===== src/rtl/riscv_irq_ctrl.sv =====
// Memory-mapped machine timer (64-bit mtime/mtimecmp with prescaler) and
// edge-triggered external interrupt controller producing single-cycle irq pulses.
module riscv_irq_ctrl #(
   parameter logic [31:0] BASE        = 32'h0200_0000,
   parameter int          NSRC        = 8,
   parameter int          SYNC_STAGES = 2
) (
   input  logic            clk,
   input  logic            rst_n,
   input  logic [31:0]     addr,
   input  logic [2:0]      mem_op,
   input  logic [31:0]     wdata,
   output logic [31:0]     rdata,
   output logic            sel,
   input  logic [NSRC-1:0] irq_src,
   output logic            timer_irq,
   output logic            hardware_irq
);

   localparam logic [5:0] OFF_MTIME_LO    = 6'h00;
   localparam logic [5:0] OFF_MTIME_HI    = 6'h01;
   localparam logic [5:0] OFF_MTIMECMP_LO = 6'h02;
   localparam logic [5:0] OFF_MTIMECMP_HI = 6'h03;
   localparam logic [5:0] OFF_PRESCALE    = 6'h04;
   localparam logic [5:0] OFF_PENDING     = 6'h05;
   localparam logic [5:0] OFF_ENABLE      = 6'h06;
   localparam logic [5:0] OFF_CLAIM       = 6'h07;

   logic [63:0]     r_mtime;
   logic [63:0]     r_mtimecmp;
   logic [15:0]     r_prescale;
   logic [15:0]     r_presc_cnt;
   logic            r_ge_q;
   logic            r_timer_irq;
   logic [NSRC-1:0] r_sync [SYNC_STAGES];
   logic [NSRC-1:0] r_src_q;
   logic [NSRC-1:0] r_pending;
   logic [NSRC-1:0] r_enable;
   logic [NSRC-1:0] r_pe_q;
   logic            r_hw_irq;

   logic [5:0]      w_word;
   logic            w_wr;
   logic            w_tick;
   logic            w_ge;
   logic [NSRC-1:0] w_rise;
   logic [NSRC-1:0] w_pe;
   logic            w_complete;
   logic [NSRC-1:0] w_cmpl_mask;
   logic [NSRC-1:0] w_clr;
   logic [NSRC-1:0] w_pending_nxt;
   logic [NSRC-1:0] w_enable_nxt;
   logic [4:0]      w_claim_id;
   logic            w_unused;

   assign sel      = (addr[31:8] == BASE[31:8]);
   assign w_word   = addr[7:2];
   // Only full-word stores modify state; byte/half stores are dropped.
   assign w_wr     = sel && (mem_op == 3'b111);
   assign w_unused = &{1'b0, addr[1:0]};

   assign w_tick = (r_presc_cnt == r_prescale);
   assign w_ge   = (r_mtime >= r_mtimecmp);

   // NOTE: sequential state uses non-blocking assignments so every flop samples pre-edge values.
   always_ff @(posedge clk or negedge rst_n) begin
      if (!rst_n) begin
         r_prescale  <= '0;
         r_presc_cnt <= '0;
      end else if (w_wr && w_word == OFF_PRESCALE) begin
         r_prescale  <= wdata[15:0];
         r_presc_cnt <= '0;
      end else if (w_tick) begin
         r_presc_cnt <= '0;
      end else begin
         r_presc_cnt <= r_presc_cnt + 16'd1;
      end
   end

   // A software write to either half wins over the tick and leaves the other half alone.
   always_ff @(posedge clk or negedge rst_n) begin
      if (!rst_n) begin
         r_mtime <= '0;
      end else if (w_wr && w_word == OFF_MTIME_LO) begin
         r_mtime[31:0] <= wdata;
      end else if (w_wr && w_word == OFF_MTIME_HI) begin
         r_mtime[63:32] <= wdata;
      end else if (w_tick) begin
         r_mtime <= r_mtime + 64'd1;
      end
   end

   always_ff @(posedge clk or negedge rst_n) begin
      if (!rst_n) begin
         r_mtimecmp <= '1;
      end else if (w_wr && w_word == OFF_MTIMECMP_LO) begin
         r_mtimecmp[31:0] <= wdata;
      end else if (w_wr && w_word == OFF_MTIMECMP_HI) begin
         r_mtimecmp[63:32] <= wdata;
      end
   end

   always_ff @(posedge clk or negedge rst_n) begin
      if (!rst_n) begin
         r_ge_q      <= 1'b0;
         r_timer_irq <= 1'b0;
      end else begin
         r_ge_q      <= w_ge;
         r_timer_irq <= w_ge & ~r_ge_q;
      end
   end

   always_ff @(posedge clk or negedge rst_n) begin
      if (!rst_n) begin
         for (int s = 0; s < SYNC_STAGES; s++) r_sync[s] <= '0;
         r_src_q <= '0;
      end else begin
         r_sync[0] <= irq_src;
         for (int s = 1; s < SYNC_STAGES; s++) r_sync[s] <= r_sync[s-1];
         r_src_q <= r_sync[SYNC_STAGES-1];
      end
   end

   assign w_rise     = r_sync[SYNC_STAGES-1] & ~r_src_q;
   assign w_pe       = r_pending & r_enable;
   assign w_complete = w_wr && (w_word == OFF_CLAIM) && (wdata != 32'd0) && (wdata <= 32'(NSRC));

   // NOTE: every combinational output gets a default first so no latch is inferred.
   always_comb begin
      w_cmpl_mask = '0;
      for (int i = 0; i < NSRC; i++) w_cmpl_mask[i] = w_complete && (wdata == 32'(i + 1));
   end

   always_comb begin
      w_claim_id = '0;
      for (int i = NSRC - 1; i >= 0; i--) begin
         if (w_pe[i]) w_claim_id = 5'(i + 1);
      end
   end

   // A same-cycle rising edge re-sets a bit even when software clears it.
   assign w_clr         = ((w_wr && w_word == OFF_PENDING) ? wdata[NSRC-1:0] : '0) | w_cmpl_mask;
   assign w_pending_nxt = (r_pending & ~w_clr) | w_rise;
   assign w_enable_nxt  = (w_wr && w_word == OFF_ENABLE) ? wdata[NSRC-1:0] : r_enable;

   always_ff @(posedge clk or negedge rst_n) begin
      if (!rst_n) begin
         r_pending <= '0;
         r_enable  <= '0;
         r_pe_q    <= '0;
         r_hw_irq  <= 1'b0;
      end else begin
         r_pending <= w_pending_nxt;
         r_enable  <= w_enable_nxt;
         r_pe_q    <= w_pe;
         r_hw_irq  <= (|(w_pe & ~r_pe_q)) | (w_complete && |(w_pending_nxt & w_enable_nxt));
      end
   end

   assign timer_irq    = r_timer_irq;
   assign hardware_irq = r_hw_irq;

   always_comb begin
      rdata = '0;
      if (sel) begin
         case (w_word)
            OFF_MTIME_LO:    rdata = r_mtime[31:0];
            OFF_MTIME_HI:    rdata = r_mtime[63:32];
            OFF_MTIMECMP_LO: rdata = r_mtimecmp[31:0];
            OFF_MTIMECMP_HI: rdata = r_mtimecmp[63:32];
            OFF_PRESCALE:    rdata = {16'd0, r_prescale};
            OFF_PENDING:     rdata = 32'(r_pending);
            OFF_ENABLE:      rdata = 32'(r_enable);
            OFF_CLAIM:       rdata = 32'(w_claim_id);
            default:         rdata = '0;
         endcase
      end
   end

endmodule


===== config.mk =====
export PLATFORM = sky130hd
export DESIGN_NAME = riscv_irq_ctrl
export DESIGN_NICKNAME = d
export VERILOG_FILES = /design/src/rtl/riscv_irq_ctrl.sv
export SDC_FILE = /design/constraint.sdc
export NUM_CORES = 1
export LEC_CHECK = 0
export ABC_AREA = 0
export BUFFER_PORTS_ARGS = -buffer_cell sky130_fd_sc_hd__buf_4
export CORE_MARGIN = 4
export CORE_UTILIZATION = 53
export DETAILED_ROUTE_END_ITERATION = 10
export HOLD_SLACK_MARGIN = 0.15
export PLACE_DENSITY_LB_ADDON = 0.1
export REMOVE_ABC_BUFFERS = 1
export SLEW_MARGIN = 0
export SYNTH_ARGS = -nofsm -noshare
export SYNTH_HDL_FRONTEND = slang
export SYNTH_SLANG_ARGS = --single-unit

===== constraint.sdc =====
create_clock -name clk -period 4.5 [get_ports clk]
set_input_delay 0.225 -clock clk [delete_from_list [all_inputs] [get_ports clk]]
set_output_delay 0.225 -clock clk [all_outputs]
set_load 0.1 [all_outputs]

==> results of run 1 <==
[logic make-up (layout without fill, tap and decap cells)]
family                   count (synthesis)  count (layout)
AND/OR/NAND/NOR                        385             385
AO/OA/AOI/OAI                          302             302
flip-flops                             211             211
buffers and inverters                  150             303
multiplexers                           105             105
adder cells (fa/ha/maj)                 66              66
XOR/XNOR                                61              61
[what timing repair did]
| action | CTS | global route |
|---|---|---|
| hold endpoints to repair | 235 | 0 |
| setup buffers | 0 | 0 |
| hold buffers | 41 | 0 |
| setup endpoints to repair | 0 | 0 |
[cell usage in the layout, fill, tap and decap left out, types with 36 or more instances in the layout]
cell type,count
xor2_1,44
dlygate4sd3_1,41
mux2_2,85
dfrtp_1,147
nand3_1,45
nor2_1,105
a21oi_1,106
nand2_1,90
nand4_1,36
o21ai_0,37
inv_1,90
buf_4,124
dfstp_2,64
ha_1,66
[state kept, by name, summed over array words and instances (netlist names)]
signal        count
timer_irq         1
r_ge_q            1
r_pending         8
r_presc_cnt      16
r_mtimecmp       64
hardware_irq      1
r_enable          8
r_mtime          64
r_sync           16
r_prescale       16
r_src_q           8
r_pe_q            8
[Yosys cell counts, drive strengths merged, types with 4 or more instances]
library cell	n	area (sq um)
dfrtp	147	3680
a21oi	107	536
nor2	107	418
inv	90	338
nand2	90	338
mux2	85	957
ha	66	826
dfstp	64	1680
nand3	46	243
xor2	44	385
o21ai	43	215
clkbuf	42	168
nand4	40	275
o22ai	32	200
a21o	29	218
a22oi	24	180
nor4	23	189
and3	19	120
buf	17	76.3
xnor2	17	149
a222oi	14	140
nor3	13	97.6
mux2i	12	120
nor2b	11	68.8
and4	10	90.1
a31oi	9	56.3
a22o	8	72.6
mux4	8	180
and2	7	45.1
a221oi	5	43.8
a32o	5	50.1
nand2b	5	31.3
or4	5	48.8
o22a	4	35.0
[area by class of cell]
type	instances	area (sq um)	share of cell area (%)
well taps	319	399	2.67
repair buffers	167	1380	9.20
inverters	90	338	2.26
clock buffers	41	746	4.99
clock inverters	5	53.8	0.360
flip-flops and latches	211	5360	35.9
multi-input cells	919	6670	44.7
[worst max path at each step]
stage | start | end | slack, ps
2_1_floorplan | addr[5] | r_mtime[41] | -710
3_3_place_gp | wdata[23] | hardware_irq | 1190
3_5_place_dp | addr[5] | r_mtime[49] | 1250
4_1_cts | wdata[23] | hardware_irq | 1260
5_1_grt | wdata[23] | hardware_irq | 1180
6_report | wdata[23] | hardware_irq | 1220
[per-stage QoR]
stage	hold WS (ps)	area, sq um	worst slack, ps	total power (uW)
6_report	195	14900	1220	4100
5_1_grt	206	14900	1180	4230
4_1_cts	190	14900	1260	4130
3_5_place_dp	335	13700	1250	2130
3_3_place_gp	333	13700	1190	2130
2_1_floorplan	-70.6	12300	-709	1980
[critical path: stages]
cell and delay [ps]:
dlygate4sd3_1 540, buf_4 180, nor4_1 740, nand3_1 320, nor3_1 510, nand3_1 150, a31o_2 280, a22o_2 220
nor4_1 370, o41ai_1 140
[routing by layer]
layer	GRT usage, %	wire, microns
met5	0	0
met2	47.2	17700
met3	3.25	2290
met4	8.54	1120
met1	38.3	15900
[power by group through the flow]
stage          Sequential (uW)  Clock (uW)  Combinational, uW
2_1_floorplan             1950           0               32.0
4_1_cts                   1920        2000                212
5_1_grt                   1920        2090                228
3_3_place_gp              1950           0                183
6_report                  1920        1970                211
3_5_place_dp              1950           0                184
==> impl_results.md, run 1 <==
* Status: finished, final reports clean
* Post-DRT Antenna Nets at 0
* Tmin final at 3280 ps
* Fin crit share at 72.9%
* Hpwl dp at 26.2 mm
* Post-cts resize count at 0
* Total global routing track utilization at 28.0%
* Drt via density at 6.04
* Hold path startpoint: addr[19]
* RSZ-0062 raised after global routing: false
* Slew @ Worst Pin at 993 ps
* Flop pwr share at 46.8%
* Detailed Route Iter0 Violations at 805
* Combinational fraction of design power at 5.1%
* Die width at 162 microns
* Clk sinks at 211
* Worst r2r src: r_mtime[16]
* Clk slew on worst S/H paths at 60 ps
* Input/output buffers at ~110
* Maximum vdd ir drop at 0.000275 V
* CP Class: in -> reg
* Post-Synth Adder-Cell Area at under 10%
* Net Switching at 911 uW
* Die area at between 20000 and 30000 sq um
* Xor and xnor fraction of the mapped netlist area at 4.24%
* Clk buf depth at 3
* DRC errors left at 0
* CTS tree: done
* Hold path cells at 5
* Vias post-DR at 10600
* Mux contribution to synthesized area at 9.99%
* Clk pwr share at 48.1%
* Relative slew slack at 33.7%
* GP Congestion at between 0.9 and 1
* GRT overflow at 0
* Sequential area share after synthesis at 42.6%
* Synth-to-Final Area Change at 18.7%
* Vias in the first global route at 10500
* Static leakage at 0.00659 uW
* Sw frac at 22.3%
* Worst Hold End: hardware_irq
* Post-Syn Area at 12600 sq um
* Clock Skew at 27.2 ps
* H-tree levels at 1
* Number of synthesis warnings at 0
* Internal power at 3180 uW
* PwrDens at roughly 270 nW/um^2
* Complex-gate fraction of the synthesized area at 15.4%
* Synth cell types at 72
* # setup viols final at 0
* First-pass GRT wire length at 58.1 mm
* Hold WC Path Type: in -> reg
* Post-Synth Simple-Gate Area at 16.6%
* Fmax at a little over 300 MHz
* Crit path DAT at 3680 ps
* Largest family of logic cells by synthesized area: simple AND/OR/NAND/NOR gates
* Mapped Cells at between 1000 and 1500
* CP required at 4900 ps
* DR WL/cell at 21.1 microns
* Worst-path maximum fanout at 5
* # fillers at 2019
* Die H at 162 microns
* Final cell count without fillers at 1752
* Initial antenna violation count at 0
* FF+latch count, synth at 211
* Share of cells above drive strength 1 at 24.7%
* Cell depth of the worst flop-to-flop path at 8
* Max-slew violation count at 0
* Setup TNS Final at 0 ps
* Post-Place Cells at 1665
* CORE AREA at 23400 sq um
* Starting density of the core at 53.8%
* Worst reg2reg setup slack at ~1500 ps
* CP Capture Type: flop
* Primary FF master, synth: dfrtp_1
* Nets at 1557
* Boundary Pins at between 100 and 150
* Largest net degree at the start of global routing at 100
* Root buf cell: clkbuf_16
* ANT cells at 0
* Ys async rst share at 100%
* CTS Buf Count at 25
* Syn_area_per_cell at 9.84 sq um
* FP Rows at 56
* MaxCap Viol Count at 0
* Startpoint types: input port
* Clock latency on the worst-skew pair at 540 ps
* Final WL at 37.0 mm
* Worst reg2reg endpoint: r_mtime[58]
* Final core utilization at 63.9%
* Drt first pass iters at 7
* Fin. Hold Viols at 0
* Post-synth EDFFs at 0
(Power assumes the default switching activity.)
==> run 2: changes to the inputs <==
ABC_AREA = 1   (was 0)
clock period = 3.3 ns   (was 4.5 ns; I/O delays follow)
==> run 2 against run 1 <==
  * Global-route usage is 5.7 points higher
  * Combinational power is 28% higher
  * Final area is 6.6% higher
  * Power is 44% higher
  * Register-to-register slack worse by 990 ps
  * Largest cell class unchanged
==> impl_results.md, run 2 <==
* Largest net degree at the start of global routing at 88 (-12%)
* CP Capture Type: flop
* Worst setup path start: wdata[8]
* Multi-input logic area at 6920 sq um (+3.7%)
* Met2 Use GR at 55.9% (+8.7 points)
* Maximum vdd ir drop at 0.000486 V (+77%)
* Synth-to-Final Area Change at 19.1%
* Area contributors post-synth: dfrtp_1, dfstp_2, nand2_1
* Most frequent cells in the layout: nand2_1, inv_1, nor2_1
* CP max stage delay at 560 ps (-180 ps)
* MaxCap Viol Count at 0 (unchanged)
* Startpoint types: input port
* Post-Syn Area at 13400 sq um (+6.2%)
* Total global routing track utilization at 33.7% (+5.7 points)
* Crit path max-delay family: simple AND/OR/NAND/NOR gates
* CORE AREA at 24600 sq um (+5.1%)
* Sequential area share after synthesis at 40.1% (-2.5 points)
* First-pass GRT wire length at 74.2 mm (+28%)
* GRT overflow at 0 (unchanged)
* Number of synthesis warnings at 0 (unchanged)
* GRT busiest layer: met2
* Worst r2r src: r_mtime[0]
* Design Area, Final at 15900 sq um (+6.6%)
* ANT cells at 0 (unchanged)
* Final cell count without fillers at 2245 (+28%)
* Critical Path Stages at 17 (+7)
* # fillers at 2180 (+8.0%)
* Static leakage at 0.00692 uW (+5.0%)
* Xor and xnor fraction of the mapped netlist area at 4.45% (+0.21 points)
* Vias in the first global route at 13000 (+24%)
* Die width at 167 microns (+2.9%)
* Clock latency on the worst-skew pair at 550 ps (about the same)
* Complex-gate fraction of the synthesized area at 15.9% (+0.51 points)
* Largest regs: r_mtime: 64 flops, r_mtimecmp: 64 flops
* Worst reg2reg endpoint: r_mtime[58]
* DR WL/cell at 21.2 microns (+0.33%)
* Relative slew slack at 24.9% (-8.7 points)
* Slowest CP cell: dlygate4sd3_1
* Syn_area_per_cell at 7.65 sq um (-22%)
* Fmax at between 300 and 400 MHz
* Post-synth EDFFs at 0 (unchanged)
* PwrDens at 370 nW/um^2 (+35%)
* CP Class: in -> reg
* # setup viols final at 0 (unchanged)
* Share of cells above drive strength 1 at 15.5% (-9.2 points)
* Root buf cell: clkbuf_16
* Clk sinks at 211 (unchanged)
* Largest family of logic cells by synthesized area: simple AND/OR/NAND/NOR gates
* CTS Buf Count at 24 (-4.0%)
* Top post-synthesis cells by count: nand2_1, inv_1, nor2_1, dfrtp_1, o21ai_0
* Yosys top cell by area: dfrtp_1
* Crit path DAT at 3440 ps (-240 ps)
* Clk slew on worst S/H paths at 70 ps (about the same)
* Grt met3 use at 5.12% (+1.9 points)
* Post-Synth Simple-Gate Area at 25.2% (+8.6 points)
* Fin crit share at 91.5%
* Storage cell area at 5360 sq um (unchanged)
* CP required at 3720 ps (-1180 ps)
* Detailed Route Iter0 Violations at 1270 (+58%)
* Input/output buffers at 109 (unchanged)
* Post-Synth Adder-Cell Area at 6.18% (-0.38 points)
* Status: finished, final reports clean
* Vias post-DR at 13200 (+25%)
* Ys async rst share at 100% (unchanged)
* Nets at 2046 (+31%)
* Die area at 27800 sq um (+5.9%)
* Synth cell types at 54 (-25%)
* Drt via density at 5.88 (-2.7%)
* Boundary Pins at 112 (unchanged)
* Clk buf depth at 3 (unchanged)
* Mux contribution to synthesized area at 0% (-10 points)
* Cell depth of the worst flop-to-flop path at 13 (+5)
* Starting density of the core at 54.4% (+0.55 points)
* Post-Place Cells at 2159 (+30%)
* GR Layer Usage met1 at 44.3% (+6.0 points)
* Fin. Hold Viols at 0 (unchanged)
* Worst-path maximum fanout at 7 (+2)
* Worst reg2reg setup slack at 520 ps (-990 ps)
* Crit path buf inv count at 4 (+2)
* Primary FF master, synth: dfrtp_1
* Initial antenna violation count at 0 (unchanged)
* H-tree levels at 1 (unchanged)
* CTS tree: done
* # Post-CTS Setup Buffers at 0 (unchanged)
* Post-DRT Antenna Nets at 0 (unchanged)
* Placed Area at 14600 sq um (+6.4%)
* Slew @ Worst Pin at 1120 ps (+126 ps)
* Mapped Cells at 1748 (+37%)
* Most common cell after layout, fill and taps aside: nand2_1
* Post-synth top area share at 27.5% (-1.7 points)
* Most used standard cell by instance count after synthesis: nand2_1
* Final WL at 47.5 mm (+29%)
* CP most frequent cell: nand2_1
* FP Rows at 57 (+1.8%)
* Critical path cell sequence: dlygate4sd3_1, buf_4, inv_1, nand3_1, nor2_1, nand3_1, nor2_2, nand3_1, nand2_1, dlygate4sd3_1, nand2_1, nand2_1, nand2_1, nor2_1, nand2_1, nand2_1, nand2_1
* Crit path capture: hardware_irq
* Hold WC Path Type: in -> async
* FF+latch count, synth at 211 (unchanged)
* Max-slew violation count at 0 (unchanged)
* GP Congestion at 0.993 (+10%)
* Clock Skew at 22.8 ps (-4.44 ps)
* Hpwl dp at 35.2 mm (+34%)
* DRC errors left at 0 (unchanged)
* Tmin final at a little over 3000 ps
* Drt first pass iters at 6 (-1)
* RSZ-0062 raised after global routing: false
* Die H at 167 microns (+2.9%)
run 2: cell type report:
| class | instances | area share, % |
|---|---|---|
| Clock buffer | 25 | 3.79 |
| Clock inverter | 19 | 1.79 |
| Inverter | 231 | 5.44 |
| Multi-Input combinational cell | 1253 | 43.4 |
| Sequential cell | 211 | 33.6 |
| Tap cell | 324 | 2.54 |
| Timing Repair Buffer | 182 | 9.36 |
run 2: metrics by stage:
stage	power (uW)	TNS [ps]	setup slack, ps	util [%]	hold slack, ps
after floorplan	2710	-5510	-287	-	-131
after global placement	2880	0	684	59.4	221
after detailed placement	2890	0	619	59.4	228
after CTS	5920	0	200	64.7	245
after global routing	6070	0	62.3	64.8	276
final	5890	0	280	64.8	240
run 2: cell families (layout without fill, tap and decap cells):
| family | count (synthesis) | in the layout |
|---|---|---|
| AND/OR/NAND/NOR | 767 | 767 |
| AO/OA/AOI/OAI | 352 | 352 |
| buffers and inverters | 284 | 457 |
| flip-flops | 211 | 211 |
| XOR/XNOR | 68 | 68 |
| adder cells (fa/ha/maj) | 66 | 66 |
run 2: power by group:
part / internal (uW) / switching (uW)
sequential: 2610 / 6.16
combinational: 111 / 159
clock: 1820 / 1190
total: 4540 / 1350
run 2: worst reg2reg max path: stages (launching register included):
cell	delay (ps)
dfrtp_1	500
ha_1	260
nand3_2	170
nor2_4	180
nand2_2	110
nor2_4	140
nand2_2	140
nor2_2	160
nand2_1	170
nor2_1	300
nand3_1	150
xor2_1	160
o21ai_1	110
o21ai_1	70
run 2: routing by layer:
layer  share of wire [%]  vias to the layer above  routed length, microns
met1                  41                     6330                   19500
li1                    -                     6180                       -
met2                  48                      558                   22600
met3                 6.9                      128                    3280
met5                   0                        -                       0
met4                 4.6                        0                    2190
run 2: how the worst min path moves through the flow:
| stage | startpoint | end | slack (ps) |
|---|---|---|---|
| floorplan | rst_n | hardware_irq | -130 |
| finish | rst_n | r_mtime[55] | 240 |
| global route | irq_src[2] | r_sync[10] | 280 |
| detailed placement | rst_n | r_mtime[23] | 230 |
| global placement | rst_n | r_mtime[23] | 220 |
| CTS | irq_src[3] | r_sync[11] | 240 |
run 2: repair_timing:
action,in CTS,in global routing
endpoints found under the setup margin,0,1
hold endpoints to repair,242,0
resized for setup,0,1
hold buffers,42,0
